$ cat config.mk
export PLATFORM = sky130hd
export DESIGN_NAME = cla28_pipe_adder
export DESIGN_NICKNAME = d
export VERILOG_FILES = /design/src/rtl/cla28_pipe_adder.sv
export SDC_FILE = /design/constraint.sdc
export NUM_CORES = 1
export LEC_CHECK = 0
export ABC_AREA = 1
export ABC_CLOCK_PERIOD_IN_PS = 1500
export CAP_MARGIN = 20
export CORE_MARGIN = 2
export CORE_UTILIZATION = 30
export CTS_CLUSTER_SIZE = 14
export DETAILED_ROUTE_END_ITERATION = 6
export SLEW_MARGIN = 20
export SYNTH_ARGS = -nofsm -noshare
export SYNTH_HDL_FRONTEND = slang
export SYNTH_SLANG_ARGS = --single-unit
$ cat constraint.sdc
create_clock -name clk -period 1.5 [get_ports clk]
set_input_delay 0.225 -clock clk [delete_from_list [all_inputs] [get_ports clk]]
set_output_delay 0.225 -clock clk [all_outputs]
set_load 0.02 [all_outputs]
$ cat src/rtl/cla28_pipe_adder.sv
`default_nettype none
// ============================================================================
// Module   : cla28_pipe_adder
// Brief    : 3-stage pipelined carry-lookahead adder (group P/G -> group
//            carries -> sum) with valid/ready handshakes on both sides.
//            Define CLA_OVF_EN to add the registered signed-overflow output ovf.
// Revision : 1.0 - initial release
// ============================================================================
module cla28_pipe_adder #(
    parameter int WIDTH = 28,
    parameter int GROUP = 4
) (
    input  logic             clk,
    input  logic             rst,
    input  logic             in_valid,
    output logic             in_ready,
    input  logic [WIDTH-1:0] a,
    input  logic [WIDTH-1:0] b,
    input  logic             cin,
    output logic             out_valid,
    input  logic             out_ready,
    output logic [WIDTH-1:0] sum,
`ifdef CLA_OVF_EN
    output logic             ovf,
`endif
    output logic             cout
);

    localparam int NGRP = WIDTH / GROUP;

    logic             v1_q, v2_q, v3_q;
    logic             v1_d, v2_d, v3_d;
    logic             w_rdy2, w_rdy3;
    logic             w_ld1, w_ld2, w_ld3;

    logic [WIDTH-1:0] w_p, w_g, w_x;
    logic [NGRP-1:0]  w_gp, w_gg;
    logic             w_t1, w_acc1;

    logic [WIDTH-1:0] x1_q, p1_q, g1_q;
    logic [NGRP-1:0]  gp1_q, gg1_q;
    logic             cin1_q;

    logic [NGRP:0]    gc_d;
    logic             w_t2, w_acc2;

    logic [WIDTH-1:0] x2_q, p2_q, g2_q;
    logic [NGRP:0]    gc2_q;

    logic [WIDTH-1:0] w_c;
    logic             w_cc;
    logic [WIDTH-1:0] sum_d, sum_q;
    logic             cout_d, cout_q;

    // A stage accepts when empty or when its current contents leave this cycle.
    assign w_rdy3   = !v3_q | out_ready;
    assign w_rdy2   = !v2_q | w_rdy3;
    assign in_ready = !v1_q | w_rdy2;

    assign w_ld1 = in_valid & in_ready;
    assign w_ld2 = v1_q & w_rdy2;
    assign w_ld3 = v2_q & w_rdy3;

    assign v1_d = in_ready ? in_valid : v1_q;
    assign v2_d = w_rdy2   ? v1_q     : v2_q;
    assign v3_d = w_rdy3   ? v2_q     : v3_q;

    assign w_p = a | b;
    assign w_g = a & b;
    assign w_x = a ^ b;

    always_comb begin
        w_gp   = '0;
        w_gg   = '0;
        w_t1   = 1'b0;
        w_acc1 = 1'b0;
        for (int k = 0; k < NGRP; k++) begin
            w_gp[k] = &w_p[k*GROUP +: GROUP];
            w_acc1  = 1'b0;
            for (int j = 0; j < GROUP; j++) begin
                w_t1 = w_g[k*GROUP + j];
                for (int m = j + 1; m < GROUP; m++) begin
                    w_t1 = w_t1 & w_p[k*GROUP + m];
                end
                w_acc1 = w_acc1 | w_t1;
            end
            w_gg[k] = w_acc1;
        end
    end

    // Each group carry is expanded directly in terms of cin, so no ripple across groups.
    always_comb begin
        gc_d    = '0;
        w_t2    = 1'b0;
        w_acc2  = 1'b0;
        gc_d[0] = cin1_q;
        for (int k = 1; k <= NGRP; k++) begin
            w_acc2 = cin1_q;
            for (int m = 0; m < k; m++) begin
                w_acc2 = w_acc2 & gp1_q[m];
            end
            for (int j = 0; j < k; j++) begin
                w_t2 = gg1_q[j];
                for (int m = j + 1; m < k; m++) begin
                    w_t2 = w_t2 & gp1_q[m];
                end
                w_acc2 = w_acc2 | w_t2;
            end
            gc_d[k] = w_acc2;
        end
    end

    always_comb begin
        w_c  = '0;
        w_cc = 1'b0;
        for (int k = 0; k < NGRP; k++) begin
            w_cc = gc2_q[k];
            for (int j = 0; j < GROUP; j++) begin
                w_c[k*GROUP + j] = w_cc;
                w_cc = g2_q[k*GROUP + j] | (p2_q[k*GROUP + j] & w_cc);
            end
        end
    end

    assign sum_d  = x2_q ^ w_c;
    assign cout_d = gc2_q[NGRP];

`ifdef CLA_OVF_EN
    logic ovf_d, ovf_q;
    assign ovf_d = w_c[WIDTH-1] ^ gc2_q[NGRP];
    assign ovf   = ovf_q;
`endif

    always_ff @(posedge clk) begin
        if (rst) begin
            v1_q   <= 1'b0;
            v2_q   <= 1'b0;
            v3_q   <= 1'b0;
            x1_q   <= '0;
            p1_q   <= '0;
            g1_q   <= '0;
            gp1_q  <= '0;
            gg1_q  <= '0;
            cin1_q <= 1'b0;
            x2_q   <= '0;
            p2_q   <= '0;
            g2_q   <= '0;
            gc2_q  <= '0;
            sum_q  <= '0;
            cout_q <= 1'b0;
`ifdef CLA_OVF_EN
            ovf_q  <= 1'b0;
`endif
        end else begin
            v1_q <= v1_d;
            v2_q <= v2_d;
            v3_q <= v3_d;
            if (w_ld1) begin
                x1_q   <= w_x;
                p1_q   <= w_p;
                g1_q   <= w_g;
                gp1_q  <= w_gp;
                gg1_q  <= w_gg;
                cin1_q <= cin;
            end
            if (w_ld2) begin
                x2_q  <= x1_q;
                p2_q  <= p1_q;
                g2_q  <= g1_q;
                gc2_q <= gc_d;
            end
            if (w_ld3) begin
                sum_q  <= sum_d;
                cout_q <= cout_d;
`ifdef CLA_OVF_EN
                ovf_q  <= ovf_d;
`endif
            end
        end
    end

    assign out_valid = v3_q;
    assign sum       = sum_q;
    assign cout      = cout_q;

endmodule
`default_nettype wire
==> key figures <==
Global routing
  • GRT Total Usage: 13.6%
  • Total gr overflow: 0
  • Vias in the first global route: 6,345
  • Initial antenna violation count: 0
  • First-pass GRT wire length: 31.5 mm
  • Largest net degree at the start of global routing: 54

Timing
  • Setup TNS Final: 0 ns
  • Worst Max-Slew Pin Slew: 0.466 ns
  • RSZ-0062 raised after global routing: yes
  • Clk_skew: 0.0102 ns
  • Min Tclk post-route: 1.41 ns
  • Final Hold Vio Count: 0
  • Worst setup margin: 0.0922 ns
  • Final setup violation count: 0
  • Final period utilization: 93.9%
  • Fin. max-slew vios: 0
  • Highest Clock Rate: 710 MHz
  • Relative slew slack: 68.9%

Setup path
  • Crit-path slowest cell: dfxtp_2
  • CP dominant cell by count: nand2_2
  • Buffers & Inverters on Critical Path: 1
  • Critical Path AT: 1.73 ns
  • Kind of critical path: reg -> reg
  • CP startpoint kind: flip-flop
  • Worst setup path start: gg1_q[2]$_SDFFE_PP0P_
  • CP Capture Type: flip-flop
  • Worst Path Max Fanout: 3
  • FF-to-FF Start: gg1_q[2]$_SDFFE_PP0P_
  • Worst EP required: 1.82 ns
  • Top delay family on crit path: simple AND/OR/NAND/NOR gates
  • Max stage delay on crit path: 0.34 ns
  • Crit path cell chain: or2_0 > nand2_1 > nand2_2 > nand2_2 > nand2_2 > nand2_1 > nand2_2 > nand2_1 > nand2_2 > o21ai_1 > inv_1

Power
  • Peak supply drop: 0.539 mV
  • Pwr dens: 1120 nW/um2
  • Switching Power: 0.00297 W
  • Leakage: 4.60 nW
  • Internal Power: 0.00853 W
  • Gate power share: 13.2%
  • Switching share of power: 25.8%
  • Final Power: 0.0115 W
  • Clock network power share: 37.2%
  • Flop pwr share: 49.6%

Route
  • Antenna viol nets, final: 0
  • Via density: 4.43
  • Routed wire length per instance: 12.8 um
  • Routed WL: 19.1 mm
  • TritonRoute pass-1 iters: 4
  • Remaining DRCs: 0
  • Via count: 6,583
  • DRT iter0 DRCs: 329

Synth
  • Sequential fraction of the synthesis area: 47.3%
  • Average size of a mapped cell: 7.96 um2
  • Post-Syn Instances: 1,038
  • Yosys warning count: 0
  • Netlist cell types: 26
  • Mapped Nets: 1,155
  • #FFs+latches synth: 195
  • Post-synthesis cell area: 8260 um2

Layout
  • Layout cells sized above 1: 8.81%
  • Layout Cells excl Fill: 1,487
  • Final net count: 1,252
  • P&R area growth vs syn: 24.6%
  • Number of diodes: 0
  • Fin util: 38.1%

Clock network
  • CTS Buf Count: 17
  • Clk Latency, worst-skew pair: 0.43 ns
  • Clock sink count: 195
  • CTS clk-pin slew, worst paths: 0.07 ns
  • Clock Root Buffer: clkbuf_16
  • H-tree levels: 4
  • TritonCTS clock tree: yes
  • Clock buffer depth: 2

Outcome
  • Status: completed

Die
  • IO Pins: 92
  • Die ar.: 28,900 um2
  • Die width: 170 um
  • Initial Utilization: 30.6%
  • # rows: 60
  • Die H: 170 um
  • Core area: 27,000 um2

Placed design
  • RD Place Congestion: 0.779
  • Input/output buffers: 91
  • Post-Place Cells: 1,456
  • Pre-CTS setup slack: -0.269 ns
  • Post-detail-place hpwl: 13.9 mm

Hold path
  • Hold Crit Class: reg -> reg
  • HP Start: p2_q[25]$_SDFFE_PP0P_

Run
  • Max-cap viol count: 0
[placed cells by master, fill, tap and decap left out, types with 17 or more instances in the layout]
cell / synthesis / routed
a21oi_1: 100 / 97
buf_4: 2 / 35
clkbuf_16: 0 / 17
clkdlybuf4s50_1: 0 / 60
dfxtp_1: 195 / 192
dlygate4sd2_1: 0 / 30
ha_1: 56 / 56
inv_1: 105 / 103
nand2_1: 40 / 35
nor2_1: 242 / 241
o21ai_0: 179 / 173
xor2_1: 21 / 21
[synthesized netlist by cell type (all sizes together)]
cell type | instances | share of area (%)
dfxtp | 195 | 47
xor2 | 21 | 2.2
inv | 109 | 5.0
nor2 | 243 | 11
o21ai | 180 | 11
nand3 | 1 | 0.061
clkbuf | 27 | 1.2
a21oi | 100 | 6.1
or2 | 1 | 0.076
o21bai | 9 | 0.82
ha | 56 | 8.5
nand2 | 44 | 2.2
a221oi | 3 | 0.55
xnor2 | 7 | 0.74
nor3 | 7 | 0.42
a31oi | 2 | 0.15
nand4 | 1 | 0.076
buf | 32 | 2.7
[registers in the layout (all words and copies together), names as in the netlist, 7 cells and up]
signal and cells:
sum 28, gp1_q 7, p2_q 21, gg1_q 7, x1_q 28, p1_q 21, x2_q 28, g1_q 21
g2_q 21, gc2_q 8
[path summary, 6_finish.rpt]
| kind | depth (start not counted) | slack (ns) | to |
|---|---|---|---|
| max | 11 | 0.09 | gc2_q[6]$_SDFFE_PP0P_ |
| min | 2 | 0.45 | p2_q[25]$_SDFFE_PP0P_ |
| max reg2reg | 11 | 0.09 | gc2_q[6]$_SDFFE_PP0P_ |
| min reg2reg | 2 | 0.45 | p2_q[25]$_SDFFE_PP0P_ |
[per-stage QoR]
stage | hold WS, ns | cell area (um2)
2_1_floorplan | 0.392 | 8260
3_3_place_gp | 0.435 | 9740
3_5_place_dp | 0.443 | 9740
4_1_cts | 0.452 | 10200
5_1_grt | 0.471 | 10300
6_report | 0.450 | 10300
[cell type report]
cell class	instances	area, um2
Timing Repair Buffer	137	1340
Inverter	109	410
Multi-Input combinational cell	675	3650
Tap cell	341	427
Clock inverter	10	101
Sequential cell	195	3910
Fill cell	2760	16700
Clock buffer	20	447
[power by group through the flow]
stage | sequential (W) | combinational [W] | clock [W]
global route | 0.00575 | 0.00174 | 0.00456
detailed placement | 0.00582 | 0.00155 | 0
finish | 0.00571 | 0.00152 | 0.00427
floorplan | 0.00583 | 0.000870 | 0
CTS | 0.00570 | 0.00153 | 0.00437
global placement | 0.00581 | 0.00153 | 0
[logic make-up (layout without fill, tap and decap cells)]
group | after synthesis | count (layout) | synth area share (%)
flops | 195 | 195 | 47.3
buf+inv | 168 | 276 | 8.83
xor+xnor | 28 | 28 | 2.97
compound gates | 294 | 294 | 18.5
simple gates | 297 | 297 | 14.0
fa+ha+maj | 56 | 56 | 8.48
[repair_timing]
action	in CTS	in global routing
resized for setup	36	18
buffers inserted	0	1
hold buffers	0	0
pin swaps	0	2
endpoints found under the hold margin	0	0
setup endpoints to repair	34	22
[worst reg2reg max path, stage by stage, from the launching register on]
cell     delay, ns
dfxtp_2       0.34
or2_0         0.21
nand2_1       0.09
nand2_2       0.08
nand2_2       0.06
nand2_2       0.05
nand2_1       0.07
nand2_2       0.08
nand2_1       0.08
nand2_2       0.07
o21ai_1       0.12
inv_1         0.04
[metal layers]
layer  GRT usage (%)  wire length, um
met5               0                0
met3            3.14              847
met2            20.9             8050
met1            19.0             9930
met4            4.01              225
Power figures use the tool's default switching activity.
==> RTL change 1 (same settings) <==
Build with the macro `CLA_OVF_EN` defined.
--- a/src/rtl/cla28_pipe_adder.sv
+++ b/src/rtl/cla28_pipe_adder.sv
@@ -7,4 +7,6 @@
 // Revision : 1.0 - initial release
 // ============================================================================
+`define CLA_OVF_EN
+
 module cla28_pipe_adder #(
     parameter int WIDTH = 28,
Formal check against the unedited RTL (old outputs only; new: ovf): equivalent (Yosys induction, for registers that start in step).
==> RTL change 1 against the unedited design <==
Sequential cell count increased by 1. Power up 1.7%. Wire length up 2.4%. Combinational power rose by 3%. Design area grew 2.7%. Area after synthesis is essentially flat. First-iteration DRC count up 25%. Final cell count up 2.2%. Worst setup slack got worse by 0.066 ns. Hold slack lost 0.0038 ns. Clock power up 3%. Critical path type is now reg -> out. Largest power group unchanged.
==> RTL change 1: results (changes against the unedited design) <==
* Initial antenna violation count at 3 (+3)
* Clock skew at 0.0117 ns (+0.00150 ns)
* Comb pwr share at a little over an eighth
* Vias in the first global route at 6387 (+0.66%)
* TritonRoute pass-1 iters at 5 (+1)
* Fin nets at 1280 (+2.2%)
* Met2 Routed Length at 8120 um (+0.88%)
* Post-Syn Instances at 1052 (+1.3%)
* Critical path arrival at 1.25 ns (-0.48 ns)
* Flop pwr share at 49.1% (-0.5 points)
* DR iter-0 viols at 412 (+25%)
* GRT Total Usage at 13.8% (+0.16 points)
* Placed cell count at 1482 (+1.8%)
* List of most frequent post-synthesis cells: nor2_1 (230), dfxtp_1 (196), o21ai_0 (180), inv_1 (114), a21oi_1 (106)
* Peak VDD IR at 0.774 mV (+44%)
* Dpl cell area at 9920 um2 (+1.9%)
* Avg Vias per Cell at 4.46 (+0.67%)
* Largest net degree at the start of global routing at 58 (+7.4%)
* TritonCTS buffer count at 17 (unchanged)
* Post-synthesis cell type count at 26 (unchanged)
* Layout Cells excl Fill at 1520 (+2.2%)
* Met3 GRT Util at 3.21% (+0.070 points)
* Port buffer count at 92 (+1.1%)
* Placer Congestion at 0.830 (+6.6%)
* Met2 global-route usage at 20.4% (-0.55 points)
* First-pass GRT wire length at 31900 um (+1.1%)
* Internal Power at 8630 uW (+1.1%)
* Sequential fraction of the synthesis area at 47.5% (+0.21 points)
* Met1 WL at 10100 um (+1.3%)
* Clk slew on worst S/H paths at 0.07 ns (about the same)
* CP Max Fanout at 3 (unchanged)
* Htree depth at 4 (unchanged)
* Asr flop ratio synth at 0% (unchanged)
* CTS Root Cell: clkbuf_16
* Synth warn at 0 (unchanged)
* Status: completed
* Layout cells sized above 1 at 9.18% (+0.37 points)
* Leak at 0.00477 uW (+3.8%)
* Detailed placement HPWL at 14300 um (+3.3%)
* Top cells by area, synth: dfxtp_1 (47%), o21ai_0 (11%), nor2_1 (10%)
* Met1 usage at 19.5% (+0.50 points)
* WL per Instance at 12.8 um (+0.14%)
* Net count after synthesis at 1169 (+1.2%)
* Worst slew margin at 73.0% (+4.0 points)
* DR WL met3 at 920 um (+8.6%)
[RTL change 1: cell count changes in the layout (fill, tap and decap cells not counted), moves of 4 or more]
cell	before	now
a21oi_1	97	103
buf_4	35	43
clkinv_4	0	4
inv_1	103	113
nand2_1	35	43
nand2_2	8	0
nand3_1	1	6
nor2_1	241	230
o21ai_0	173	162
o21ai_1	7	16
[RTL change 1: stage by stage]
stage | setup slack, ns | power [uW] | util (%)
CTS | -0.0111 | 11800 | 38.7
floorplan | 0.0375 | 6710 | -
finish | 0.0266 | 11700 | 39.1
detailed placement | -0.386 | 7430 | 36.7
global placement | -0.405 | 7410 | 36.7
global route | -0.0421 | 12300 | 39.1
[RTL change 1: worst paths after layout]
kind              from       end  slack [ns]  cells past startpoint
max          out_valid  in_ready        0.03                      4
max reg2reg  out_valid  g1_q[13]        0.05                      8
min reg2reg    p2_q[9]   p2_q[9]        0.45                      2
min            p2_q[9]   p2_q[9]        0.45                      2
[RTL change 1: critical path: stages, from the launching register on]
cell and delay (ns):
dfxtp_4 0.36, nand2_4 0.06, nor2_4 0.16, nand2_4 0.09, buf_6 0.14
[RTL change 1: kinds of logic after synthesis]
logic type | Yosys count | synth area share [%]
xor+xnor | 27 | 2.86
buf+inv | 177 | 8.66
flops | 196 | 47.5
simple gates | 296 | 13.9
fa+ha+maj | 56 | 8.48
compound gates | 300 | 18.6
[RTL change 1: area by class of cell]
cell class                      count  area, um2
Clock inverter                     12        124
Clock buffer                       20        447
Fill cell                        2765      16500
Sequential cell                   196       3930
Multi-Input combinational cell    679       3680
Tap cell                          341        427
Timing Repair Buffer              151       1510
Antenna cell                        3       7.51
Inverter                          118        444
[RTL change 1: what timing repair did]
action                     CTS  global route
pin swaps                    0             2
buffers inserted             0             2
gates resized for setup     41            30
cloned                       0             1
setup endpoints to repair   70            47
==> RTL change 2 (same flow settings) <==
Without the edit above. Make the reset (`rst`) asynchronous in one clocked block.
--- a/src/rtl/cla28_pipe_adder.sv
+++ b/src/rtl/cla28_pipe_adder.sv
@@ -132,5 +132,5 @@
 `endif
 
-    always_ff @(posedge clk) begin
+    always_ff @(posedge clk or posedge rst) begin
         if (rst) begin
             v1_q   <= 1'b0;
Behaviour: differs if rst is asserted again (counterexample within 4 cycles, from zero or initial values and one cycle with rst high); with rst held inactive, the same outputs for 10 cycles.
==> RTL change 2 against the unedited design <==
Area after synthesis is 6.7% higher. Wire length is 2.5% higher. Fmax down 1.2%. Clock skew increased by 0.0024 ns. Hold slack got worse by 0.23 ns. Sequential cell count unchanged. Design area increased by 7.6%. Worst setup slack worse by 0.018 ns. Largest cell class unchanged. Highest routed layer unchanged.
Power is not compared: it rests on default switching activity, and its combinational part moved more than twofold at a synthesized area within 25%.
==> RTL change 2: results (changes against the unedited design) <==
* Status: completed
* Layout Cells excl Fill at 1497 (+0.67%)
* Top cells by area, synth: dfrtp_1 (55%), nand2_1 (15%), ha_1 (8.0%)
* Avg Vias per Cell at 4.32 (-2.3%)
* DR iter-0 viols at 305 (-7.3%)
* Fin nets at 1217 (-2.8%)
* Worst slew margin at 74.9% (+5.9 points)
* Critical path arrival at 1.20 ns (-0.53 ns)
* Inverters at 122 (+12%)
* Multi-input gate area at 3270 um2 (-10%)
* Clock skew at 0.0127 ns (+0.00244 ns)
* Crit-path max cell delay at 0.41 ns (+0.07 ns)
* TritonRoute pass-1 iters at 5 (+1)
* Cell family with most CP delay: flip-flops
* Fillers at 2889 (+4.7%)
* # clk buffers at 17 (-15%)
* CP startpoint: sum[24]
* Worst path slowest cell: dfrtp_1
* Detailed placement HPWL at 14400 um (+3.7%)
* Clock buffers and inverters, area share at 5.75% (+0.43 points)
* GRT Total Usage at 13.6% (about the same)
* Worst R2R End: gg1_q[0]
* Placer Congestion at 0.766 (-1.7%)
* Worst setup endpoint: sum[24]
* Non-Clock Buffer Count at 130 (-5.1%)
* WL per Instance at 13.0 um (+1.8%)
* #MultiIn Comb at 634 (-6.1%)
* Largest net degree at the start of global routing at 47 (-13%)
* Layout cells sized above 1 at 7.19% (-1.6 points)
* CP Max Fanout at 2 (-1)
* Net count after synthesis at 1106 (-4.2%)
RTL change 2: cell types whose count changed in the layout (fill, tap and decap cells not counted), sizes merged, moves of 77 or more:
cell,unedited run,this run
dfrtp,0,195
dfxtp,195,0
o21ai,180,101
nand2,44,357
a21oi,100,23
nor2,243,27
RTL change 2: metrics by stage:
stage / hold slack [ns] / utilization [%]
2_1_floorplan: 0.335 / -
3_3_place_gp: 0.454 / 36.4
3_5_place_dp: 0.456 / 36.4
4_1_cts: 0.230 / 38.5
5_1_grt: 0.240 / 38.5
6_report: 0.217 / 38.5
RTL change 2: what timing repair did:
item | 4_1_cts | 5_1_grt
hold buffers | 0 | 0
setup endpoints to repair | 31 | 4
gates resized for setup | 34 | 3
hold endpoints to repair | 0 | 0
RTL change 2: kinds of logic after synthesis:
kind of cell	count (synthesis)	synth area share, %
AOI/OAI and AO/OA	145	8.88
buffers and inverters	160	7.51
adders and majority gates	56	7.95
and+or+nand+nor	412	18.2
DFF	195	55.4
xor gates and xnor gates	21	2.09
RTL change 2: power by group:
group | internal (uW) | switching, uW | total [uW]
sequential | 6750 | 859 | 7610
combinational | 2010 | 2940 | 4950
clock | 2720 | 2190 | 4910
total | 11500 | 5990 | 17500
RTL change 2: worst min-delay path by stage:
stage,start,to,slack [ns]
after CTS,rst,g2_q[13],0.23
after global placement,g1_q[20],g2_q[20],0.45
final,rst,x1_q[13],0.22
after detailed placement,g1_q[20],g2_q[20],0.46
after floorplan,cin,cin1_q,0.33
after global routing,rst,g2_q[13],0.24
RTL change 2: per-layer routing:
layer  global-route usage, %  routed length, um
met5                       0                  0
met4                    3.44                209
met3                    3.05                764
met2                    21.3               8830
met1                    19.1               9730
